## src/rtl/fmdll_cfg_ctrl_if.sv

```systemverilog
// ---------------------------------------------------------------------------
// fmdll_cfg_ctrl_if
// Configuration request channel into the DLL configuration/lock sequencer.
//   cfg_valid : requester has an M/N ratio request
//   cfg_ready : sequencer can accept a request this cycle
//   cfg_m     : requested M (2 bits)
//   cfg_n     : requested N (4 bits)
// Modports:
//   master : requester side (drives valid/m/n, observes ready)
//   slave  : sequencer side (observes valid/m/n, drives ready)
// ---------------------------------------------------------------------------
interface fmdll_cfg_ctrl_if;
  logic       cfg_valid;
  logic       cfg_ready;
  logic [1:0] cfg_m;
  logic [3:0] cfg_n;

  modport master (
    output cfg_valid,
    output cfg_m,
    output cfg_n,
    input  cfg_ready
  );

  modport slave (
    input  cfg_valid,
    input  cfg_m,
    input  cfg_n,
    output cfg_ready
  );
endinterface

```

## src/rtl/fmdll_cfg_ctrl.sv

```systemverilog
// ---------------------------------------------------------------------------
// fmdll_cfg_ctrl
// Configuration and lock sequencer for the frequency-multiplying DLL.
// Accepts M/N ratio requests, rejects illegal ratios, drives the DLL's M, N
// and active-low reset, waits a settle interval and then declares lock once
// the DLL's 2-bit Sel band output has been constant for LOCK_CYC cycles.
// Runs entirely on the reference clock clk_ext.
//
// Ports:
//   clk_ext    in  1 : reference clock (only clock)
//   rst        in  1 : asynchronous active-high reset
//   cfg        slave : request channel (cfg_valid/cfg_ready/cfg_m/cfg_n)
//   sel_in     in  2 : DLL Sel output, asynchronous, synchronized here
//   dll_m      out 2 : M driven to the DLL
//   dll_n      out 4 : N driven to the DLL
//   dll_rst_n  out 1 : DLL reset, active low
//   locked     out 1 : DLL locked at current dll_m/dll_n
//   cfg_err    out 1 : one-cycle pulse on rejected (illegal) request
//   timeout    out 1 : sticky lock-failure flag
//   lock_lost  out 1 : one-cycle pulse when lock drops
// ---------------------------------------------------------------------------
module fmdll_cfg_ctrl #(
  parameter int RST_CYC     = 4,
  parameter int SETTLE_CYC  = 64,
  parameter int LOCK_CYC    = 32,
  parameter int TIMEOUT_CYC = 1024,
  parameter int CNT_W       = 11
) (
  input  logic             clk_ext,
  input  logic             rst,
  fmdll_cfg_ctrl_if.slave  cfg,
  input  logic [1:0]       sel_in,
  output logic [1:0]       dll_m,
  output logic [3:0]       dll_n,
  output logic             dll_rst_n,
  output logic             locked,
  output logic             cfg_err,
  output logic             timeout,
  output logic             lock_lost
);

  typedef enum logic [2:0] {
    ST_RESET  = 3'd0,
    ST_SETTLE = 3'd1,
    ST_TRACK  = 3'd2,
    ST_LOCKED = 3'd3,
    ST_FAIL   = 3'd4
  } state_t;

  // Terminal counts: a counter holding *_LAST on an edge completes the interval.
  localparam logic [CNT_W-1:0] RST_LAST    = CNT_W'(RST_CYC - 1);
  localparam logic [CNT_W-1:0] SETTLE_LAST = CNT_W'(SETTLE_CYC - 1);
  localparam logic [CNT_W-1:0] LOCK_LAST   = CNT_W'(LOCK_CYC - 1);
  localparam logic [CNT_W-1:0] TO_LAST     = CNT_W'(TIMEOUT_CYC - 1);
  localparam logic [CNT_W-1:0] CNT_ONE     = CNT_W'(1);
  localparam logic [CNT_W-1:0] CNT_ZERO    = CNT_W'(0);

  // Legal ratios: M in {1,2,3}, N in {1,4,5,8,10}.
  function automatic logic is_legal(input logic [1:0] m, input logic [3:0] n);
    logic n_ok;
    case (n)
      4'd1, 4'd4, 4'd5, 4'd8, 4'd10: n_ok = 1'b1;
      default:                       n_ok = 1'b0;
    endcase
    return (m != 2'd0) && n_ok;
  endfunction

  // State and counters
  state_t           state_r, state_n;
  logic [CNT_W-1:0] phase_cnt_r, phase_cnt_n;   // RESET / SETTLE interval counter
  logic [CNT_W-1:0] stable_cnt_r, stable_cnt_n; // consecutive unchanged-Sel cycles
  logic [CNT_W-1:0] to_cnt_r, to_cnt_n;         // cycles spent in TRACK
  // Cleared by rst; makes the first edge after rst release play the role of
  // the accept edge, so power-up and reconfiguration share one timeline.
  logic             started_r;

  // Sel synchronizer and history
  logic [1:0] sel_meta_r, sel_sync_r, sel_prev_r;

  // Registered outputs and their next values
  logic [1:0] dll_m_r, dll_m_n;
  logic [3:0] dll_n_r, dll_n_n;
  logic       dll_rst_n_r, dll_rst_n_n;
  logic       locked_r, locked_n;
  logic       cfg_ready_r, cfg_ready_n;
  logic       cfg_err_r, cfg_err_n;
  logic       timeout_r, timeout_n;
  logic       lock_lost_r, lock_lost_n;

  logic accept_s;
  logic legal_s;
  logic sel_chg_s;

  assign accept_s  = cfg.cfg_valid && cfg_ready_r;
  assign legal_s   = is_legal(cfg.cfg_m, cfg.cfg_n);
  assign sel_chg_s = (sel_sync_r != sel_prev_r);

  // Next-state, counter and output computation
  always_comb begin
    state_n      = state_r;
    phase_cnt_n  = phase_cnt_r;
    stable_cnt_n = stable_cnt_r;
    to_cnt_n     = to_cnt_r;
    dll_m_n      = dll_m_r;
    dll_n_n      = dll_n_r;
    timeout_n    = timeout_r;
    cfg_err_n    = 1'b0;
    lock_lost_n  = 1'b0;

    if (accept_s && legal_s) begin
      // A legal request restarts the whole bring-up from RESET.
      dll_m_n     = cfg.cfg_m;
      dll_n_n     = cfg.cfg_n;
      timeout_n   = 1'b0;
      state_n     = ST_RESET;
      phase_cnt_n = CNT_ZERO;
    end else if (accept_s) begin
      // Rejected request: report it and leave everything else alone. This
      // also outranks a simultaneous Sel change while LOCKED.
      cfg_err_n = 1'b1;
    end else begin
      case (state_r)
        ST_RESET: begin
          if (!started_r) begin
            phase_cnt_n = CNT_ZERO;
          end else if (phase_cnt_r == RST_LAST) begin
            state_n     = ST_SETTLE;
            phase_cnt_n = CNT_ZERO;
          end else begin
            phase_cnt_n = phase_cnt_r + CNT_ONE;
          end
        end
        ST_SETTLE: begin
          if (phase_cnt_r == SETTLE_LAST) begin
            state_n      = ST_TRACK;
            phase_cnt_n  = CNT_ZERO;
            stable_cnt_n = CNT_ZERO;
            to_cnt_n     = CNT_ZERO;
          end else begin
            phase_cnt_n = phase_cnt_r + CNT_ONE;
          end
        end
        ST_TRACK: begin
          if (sel_chg_s) begin
            stable_cnt_n = CNT_ZERO;
          end else begin
            stable_cnt_n = stable_cnt_r + CNT_ONE;
          end
          to_cnt_n = to_cnt_r + CNT_ONE;
          // Lock is checked first so it wins a tie with the timeout.
          if (!sel_chg_s && (stable_cnt_r == LOCK_LAST)) begin
            state_n = ST_LOCKED;
          end else if (to_cnt_r == TO_LAST) begin
            state_n   = ST_FAIL;
            timeout_n = 1'b1;
          end else begin
            state_n = ST_TRACK;
          end
        end
        ST_LOCKED: begin
          if (sel_chg_s) begin
            // Re-track without re-pulsing the DLL reset.
            state_n      = ST_TRACK;
            stable_cnt_n = CNT_ZERO;
            to_cnt_n     = CNT_ZERO;
            lock_lost_n  = 1'b1;
          end else begin
            state_n = ST_LOCKED;
          end
        end
        ST_FAIL: begin
          state_n = ST_FAIL;
        end
        default: begin
          // Unreachable encoding: restart the bring-up from a safe state.
          state_n     = ST_RESET;
          phase_cnt_n = CNT_ZERO;
        end
      endcase
    end

    dll_rst_n_n = (state_n != ST_RESET);
    locked_n    = (state_n == ST_LOCKED);
    cfg_ready_n = (state_n == ST_LOCKED) || (state_n == ST_FAIL);
  end

  // FSM state register
  always_ff @(posedge clk_ext or posedge rst) begin
    if (rst) begin
      state_r <= ST_RESET;
    end else begin
      state_r <= state_n;
    end
  end

  // Interval, stability and timeout counters
  always_ff @(posedge clk_ext or posedge rst) begin
    if (rst) begin
      phase_cnt_r  <= CNT_ZERO;
      stable_cnt_r <= CNT_ZERO;
      to_cnt_r     <= CNT_ZERO;
      started_r    <= 1'b0;
    end else begin
      phase_cnt_r  <= phase_cnt_n;
      stable_cnt_r <= stable_cnt_n;
      to_cnt_r     <= to_cnt_n;
      started_r    <= 1'b1;
    end
  end

  // Two-flop Sel synchronizer plus one history stage for change detection
  always_ff @(posedge clk_ext or posedge rst) begin
    if (rst) begin
      sel_meta_r <= 2'd0;
      sel_sync_r <= 2'd0;
      sel_prev_r <= 2'd0;
    end else begin
      sel_meta_r <= sel_in;
      sel_sync_r <= sel_meta_r;
      sel_prev_r <= sel_sync_r;
    end
  end

  // Registered outputs
  always_ff @(posedge clk_ext or posedge rst) begin
    if (rst) begin
      dll_m_r     <= 2'd1;
      dll_n_r     <= 4'd1;
      dll_rst_n_r <= 1'b0;
      locked_r    <= 1'b0;
      cfg_ready_r <= 1'b0;
      cfg_err_r   <= 1'b0;
      timeout_r   <= 1'b0;
      lock_lost_r <= 1'b0;
    end else begin
      dll_m_r     <= dll_m_n;
      dll_n_r     <= dll_n_n;
      dll_rst_n_r <= dll_rst_n_n;
      locked_r    <= locked_n;
      cfg_ready_r <= cfg_ready_n;
      cfg_err_r   <= cfg_err_n;
      timeout_r   <= timeout_n;
      lock_lost_r <= lock_lost_n;
    end
  end

  assign cfg.cfg_ready = cfg_ready_r;
  assign dll_m         = dll_m_r;
  assign dll_n         = dll_n_r;
  assign dll_rst_n     = dll_rst_n_r;
  assign locked        = locked_r;
  assign cfg_err       = cfg_err_r;
  assign timeout       = timeout_r;
  assign lock_lost     = lock_lost_r;

endmodule

```

## src/flat_wrapper.sv

```systemverilog
// flat-port wrapper written by rule: the top's interface ports become plain ports
module fmdll_cfg_ctrl_flat 
#(
  parameter int RST_CYC     = 4,
  parameter int SETTLE_CYC  = 64,
  parameter int LOCK_CYC    = 32,
  parameter int TIMEOUT_CYC = 1024,
  parameter int CNT_W       = 11
)
  (clk_ext, rst, sel_in, dll_m, dll_n, dll_rst_n, locked, cfg_err, timeout, lock_lost, cfg_cfg_valid, cfg_cfg_m, cfg_cfg_n, cfg_cfg_ready);
  fmdll_cfg_ctrl_if cfg_i ();
  input  logic clk_ext;
  input  logic rst;
  input  logic [1:0] sel_in;
  output logic [1:0] dll_m;
  output logic [3:0] dll_n;
  output logic dll_rst_n;
  output logic locked;
  output logic cfg_err;
  output logic timeout;
  output logic lock_lost;
  input wire logic [$bits(cfg_i.cfg_valid)-1:0] cfg_cfg_valid;
  input wire logic [$bits(cfg_i.cfg_m)-1:0] cfg_cfg_m;
  input wire logic [$bits(cfg_i.cfg_n)-1:0] cfg_cfg_n;
  output wire logic [$bits(cfg_i.cfg_ready)-1:0] cfg_cfg_ready;
  assign cfg_i.cfg_valid = cfg_cfg_valid;
  assign cfg_i.cfg_m = cfg_cfg_m;
  assign cfg_i.cfg_n = cfg_cfg_n;
  assign cfg_cfg_ready = cfg_i.cfg_ready;
  fmdll_cfg_ctrl #(.RST_CYC(RST_CYC), .SETTLE_CYC(SETTLE_CYC), .LOCK_CYC(LOCK_CYC), .TIMEOUT_CYC(TIMEOUT_CYC), .CNT_W(CNT_W)) u_core (.clk_ext(clk_ext), .rst(rst), .cfg(cfg_i), .sel_in(sel_in), .dll_m(dll_m), .dll_n(dll_n), .dll_rst_n(dll_rst_n), .locked(locked), .cfg_err(cfg_err), .timeout(timeout), .lock_lost(lock_lost));
endmodule
```

## config.mk

```make
export PLATFORM = sky130hd
export DESIGN_NAME = fmdll_cfg_ctrl_flat
export DESIGN_NICKNAME = d
export VERILOG_FILES = /design/src/rtl/fmdll_cfg_ctrl_if.sv /design/src/rtl/fmdll_cfg_ctrl.sv /design/src/flat_wrapper.sv
export SDC_FILE = /design/constraint.sdc
export NUM_CORES = 1
export LEC_CHECK = 0
export ABC_AREA = 1
export ABC_CLOCK_PERIOD_IN_PS = 2100
export CAP_MARGIN = 20
export CORE_MARGIN = 2
export CORE_UTILIZATION = 55
export CTS_BUF_LIST = sky130_fd_sc_hd__clkbuf_4 sky130_fd_sc_hd__clkbuf_8
export DETAILED_ROUTE_END_ITERATION = 12
export GPL_TIMING_DRIVEN = 1
export PLACE_DENSITY = 0.74
export SLEW_MARGIN = 20
export SYNTH_ARGS = -nofsm -noshare
export SYNTH_HDL_FRONTEND = slang
export SYNTH_SLANG_ARGS = --single-unit
```

## constraint.sdc

```tcl
create_clock -name clk_ext -period 2.1 [get_ports clk_ext]
set_clock_uncertainty 0.1 [all_clocks]
set_input_delay 0.525 -clock clk_ext [delete_from_list [all_inputs] [get_ports clk_ext]]
set_output_delay 0.525 -clock clk_ext [all_outputs]
set_load 0.05 [all_outputs]
```

Yosys cells after proc, flatten, opt, wreduce, memory -nomap -nowiden --
Index checks and enable logic that the tools add are counted.
Operators by class: add/subtract/negate cells 3, eq/ne operators 21, muxes and demuxes 32, bitwise gates (word level) 2, reductions and logical operators 17
Operator list (count):
- $pmux W11 S3 | 3
- $mux W11 | 8
- $add A11 B1 Y11 const B | 3
- $mux W3 | 7
- $pmux W3 S5 | 1
- $mux W1 | 13
- $eq A11 B10 Y1 const B | 1
- $eq A11 B2 Y1 const B | 1
- $eq A11 B5 Y1 const B | 1
- $eq A11 B6 Y1 const B | 1
- $eq A3 B2 Y1 const B | 3
- $eq A4 B3 Y1 const B | 2
- $eq A4 B4 Y1 const B | 2
- $ne A2 B1 Y1 const B | 4
- $eq A3 B3 Y1 const B | 2
- $reduce_bool A2 Y1 | 3
- $reduce_bool A3 Y1 | 2
- $reduce_and A5 Y1 | 1
- $reduce_or A5 Y1 | 1
- $eq A4 B1 Y1 const B | 1
- $logic_and A1 B1 Y1 | 4
- $reduce_and A4 Y1 | 1
- $eq A3 B1 Y1 const B | 1
- $logic_not A3 Y1 | 1
- 7 further kinds | 8
Storage, ports and cells: register bits 55, input bits 11, output and inout bits 12, logic and storage cells 91

Depth between registers and ports, before layout --
depth after elaboration 9, depth in mapped cells 13, depth with buffers taken out 13

Least setup slack after synthesis --
Ideal clock, no wire load.
path type register to register, start register u_core.cfg_ready_r, in the netlist u_core.cfg.cfg_ready, end register u_core.phase_cnt_r[10], library setup time 0.124 ns, data arrival time 1.652 ns, required time 1.876 ns, slack 0.223 ns, cell stages (with the launch flop) 8, clock period less this slack 1.877 ns, path through dfrtp_1 -> nand2_2 -> inv_2 -> a21oi_2 -> a21oi_4 -> inv_1 -> a21oi_4 -> nor2_1
On the way: longest elaborated chain between the ends 4
RTL lines:
- start, declared | line fmdll_cfg_ctrl.sv:85 | logic cfg_ready_r, cfg_ready_n;
- start signal, assigned | line fmdll_cfg_ctrl.sv:240 | cfg_ready_r <= cfg_ready_n;
- $logic_and A1 B1 Y1 * | line fmdll_cfg_ctrl.sv:94 | assign accept_s = cfg.cfg_valid && cfg_ready_r;
- $logic_and A1 B1 Y1 | line fmdll_cfg_ctrl.sv:110 | if (accept_s && legal_s) begin
- $ne A2 B2 Y1 (no source line) or $ne A2 B1 Y1 (tied branches)
- $reduce_and A2 Y1 (no source line)
- end signal, assigned | line fmdll_cfg_ctrl.sv:204 | phase_cnt_r <= phase_cnt_n;
- end, declared | line fmdll_cfg_ctrl.sv:70 | logic [CNT_W-1:0] phase_cnt_r, phase_cnt_n;
Every way passes the cells marked *; elsewhere a longest branch is shown, timed or not. A chain may end at the register's enable or synchronous reset.

Final worst setup path --
start input cfg_cfg_n[2], end register u_core.cfg_ready_r, in the netlist u_core.cfg.cfg_ready
On the way: longest elaborated chain between the ends 8
RTL lines:
- start, declared | line flat_wrapper.sv:24 | input wire logic [$bits(cfg_i.cfg_n)-1:0] cfg_cfg_n;
- $eq A4 B1 Y1 (tied with other cells) | line fmdll_cfg_ctrl.sv:61 | case (n)
- $reduce_or A5 Y1 * | line fmdll_cfg_ctrl.sv:61
- $mux W1 * | line fmdll_cfg_ctrl.sv:61
- $logic_and A1 B1 Y1 * | line fmdll_cfg_ctrl.sv:65 | return (m != 2'd0) && n_ok;
- $logic_and A1 B1 Y1 * | line fmdll_cfg_ctrl.sv:110
- $mux W3 * | line fmdll_cfg_ctrl.sv:110
- via u_core.state_n[1] | line fmdll_cfg_ctrl.sv:69 | state_t state_r, state_n;
- $eq A3 B2 Y1 or $eq A3 B3 Y1 (tied branches) | line fmdll_cfg_ctrl.sv:184 | cfg_ready_n = (state_n == ST_LOCKED) || (state_n == ST_FAIL);
- $logic_or A1 B1 Y1 * | line fmdll_cfg_ctrl.sv:184
- via u_core.cfg_ready_n | line fmdll_cfg_ctrl.sv:85
The timed path passes the listed nets; every way through them passes the cells marked *.

==> out/qor.yml <==
dp_hpwl_um: 4420
cap_viol_max_count: 0
power.switching_mw: 1.10
die_w_um: 78.1
finalWorstSetupSlack_ps: 141
grt_usage_pct: 21.3
netlist_area_um2: 3020
status: "completed"
post-place-ws_ps: -143
p_sw_share_pct: 35.4
start_kind: "primary input"
fill_cells: 423
fmax_mhz: 510
path_class: "in2reg"
die_h_um: 78.1
crit_required_ps: 2250
synth_most_common_cell: "nand2_1"
rows: 26
powerDensity_nw_per_um2: 875
hold_depth: 0
synth_edf_count: 0
p_int_mw: 2.01
nNetsFinal: 435
seq_power_share_pct: 41.3
synth_warnings: 0
synth-seq-area-share_pct: 45.6
netlist_top_cells_area: "dfrtp_1 44%, nand2_1 12%, nor2_1 6.0%"
synth_top_area_share_pct: 43.9
cts_inserted_buffers: 5
drcViolationCount: 0
dr.first_iter.drc_count: 141
clock_path_buffers: 2
clock-sinks: 55
htree_num_levels: 2
insertion_delay_ps: 310
layoutNonFillerInstCount: 492
cp.depth: 11
synthFlopType: "dfrtp_1"
power_frac_clock_pct: 26.4
min_period_over_period_pct: 93.3
vias: 2585
vias_per_cell: 5.25
reg2reg_to: "u_core.to_cnt_r[0]"
async_flop_share_pct: 100
avgSynthCellArea_um2: 7.95
combPwrFrac_pct: 32.4
startpoint: "cfg_cfg_n[2]"
hold_viol: 0
hold_class: "reg2reg"
syn_nets: 394
synth.ff_latch_count: 55
drive_gt1_share_pct: 16.4
crit_family: "simple AND/OR/NAND/NOR gates"
grt_pass1_vias: 2486
seqCellArea_um2: 1380
min_to: "u_core.sel_sync_r[0]"
ir_worst_vdd_v: 0.000841
drtAntennaViolNets: 0
reg2reg_depth: 9
overflow: 0
area_growth_pct: 17.6
cts_tree: "yes"
min_period_ps: 1960
critPathSlowestCell: "clkdlybuf4s50_1"
die-area_um2: 6100
dr.pass1.iters: 5
root_buffer: "clkbuf_8"
cp-end-kind: "flop"
r2r-start: "u_core.phase_cnt_r[0]"
yosysTopAreaCell: "dfrtp_1"
slowest_delay_ps: 440
place_congestion: 0.915
power.total_mw: 3.11
synthTopCellsByCount: "99 x nand2_1, 53 x dfrtp_1, 48 x nor2_1"
hold_start: "u_core.sel_meta_r[0]"
wl_um: 5920
wl_per_cell_um: 12.0
cp_data_arrival_time_ps: 2110
antenna_found_initial: 0
grt_max_degree: 40
p_leak_nw: 1.74
port-buffer-count: 22
grt_pass1_wl_um: 10600
slew_violations: 0
core_area_um2: 5200
antenna_cells: 0
worst-path-buf-inv: 4
ios: 23
cts.clk_slew.worst_paths_ps: 100
rsz0062_at_grt: "false"
placedCellCount: 484
ys_types: 34
r2r_setup_slack_ps: 160
floorplan.initialDensity_pct: 58.1
worstPathCellList: "clkdlybuf4s50_1 -> nor3_1 -> nor2_1 -> a21oi_4 -> buf_4 -> inv_2 -> nor2_1 -> inv_1 -> nand2_1 -> nand3_1 -> nand2_1"
multiInputGateArea_um2: 1420
cts_hold_buf: 0
netlist_instances: 380
path_max_fanout: 3
setup_violations: 0
-- per-layer routing --
layer	up-vias	GRT usage, %	part of all wire (%)
met5	-	0	0
met4	0	5.44	0.79
met3	8	3.22	4.0
met2	63	37.3	50
met1	1215	27.8	46
li1	1299	-	-
-- worst max path at each step --
| stage | endpoint | slack [ps] |
|---|---|---|
| 2_1_floorplan | u_core.cfg.cfg_ready | 140 |
| 3_3_place_gp | u_core.phase_cnt_r[1] | -80 |
| 3_5_place_dp | u_core.cfg.cfg_ready | -140 |
| 4_1_cts | dll_rst_n | 10 |
| 5_1_grt | u_core.to_cnt_r[7] | 5 |
| 6_report | u_core.cfg.cfg_ready | 140 |
-- stage by stage --
step,hold WS [ps],setup TNS (ps),util (%),instance area [um2]
2_1_floorplan,231,0,-,3020
5_1_grt,269,0,68.3,3550
4_1_cts,261,0,68.1,3540
3_3_place_gp,236,-1180,65.4,3410
6_report,261,0,68.3,3550
3_5_place_dp,237,-2300,65.4,3410
-- cells in the final DEF (no fill, tap or decap), drive strengths merged, types with 10 or more instances in the layout --
master	Yosys	layout
dfrtp	53	53
o21ai	16	16
a21oi	19	19
nand3	32	32
nor2	54	54
buf	3	26
inv	51	51
xor2	11	11
clkdlybuf4s50	0	10
nand2	102	102
-- logic make-up after synthesis --
group	count (synthesis)	share of synthesized area, %
simple gates	205	30.3
buf+inv	55	7.70
flops	55	45.6
compound gates	48	11.3
xor+xnor	13	3.77
fa+ha+maj	3	1.24
other cells	1	0.124
-- flip-flops by register name (all words and copies together), names as in the netlist --
register,cells
u_core.phase_cnt_r,11
u_core.stable_cnt_r,11
u_core.to_cnt_r,11
u_core.dll_n,4
u_core.state_r,3
u_core.dll_m,2
u_core.sel_meta_r,2
u_core.sel_prev_r,2
u_core.sel_sync_r,2
u_core.cfg.cfg_ready,1
u_core.cfg_err,1
u_core.dll_rst_n,1
u_core.lock_lost,1
u_core.locked,1
u_core.started_r,1
u_core.timeout,1
-- final cells by class --
class	count	share of cell area, %
Clock buffer	5	1.94
Clock inverter	3	1.90
Inverter	52	5.60
Multi-Input combinational cell	270	40.0
Sequential cell	55	38.8
Tap cell	70	2.46
Timing Repair Buffer	37	9.36
-- timing repair --
item / CTS / global route
endpoints found under the setup margin: 0 / 18
gates resized for setup: 0 / 4
setup buffers: 0 / 0
-- power groups by stage --
stage	combinational, mW	clock (mW)	sequential (mW)
after detailed placement	1.01	0	1.30
after floorplan	0.421	0	1.55
final	1.01	0.819	1.28
after global placement	0.993	0	1.30
after CTS	1.01	0.843	1.28
after global routing	1.10	0.888	1.30
Note: power is estimated with default switching activity, not from simulation.
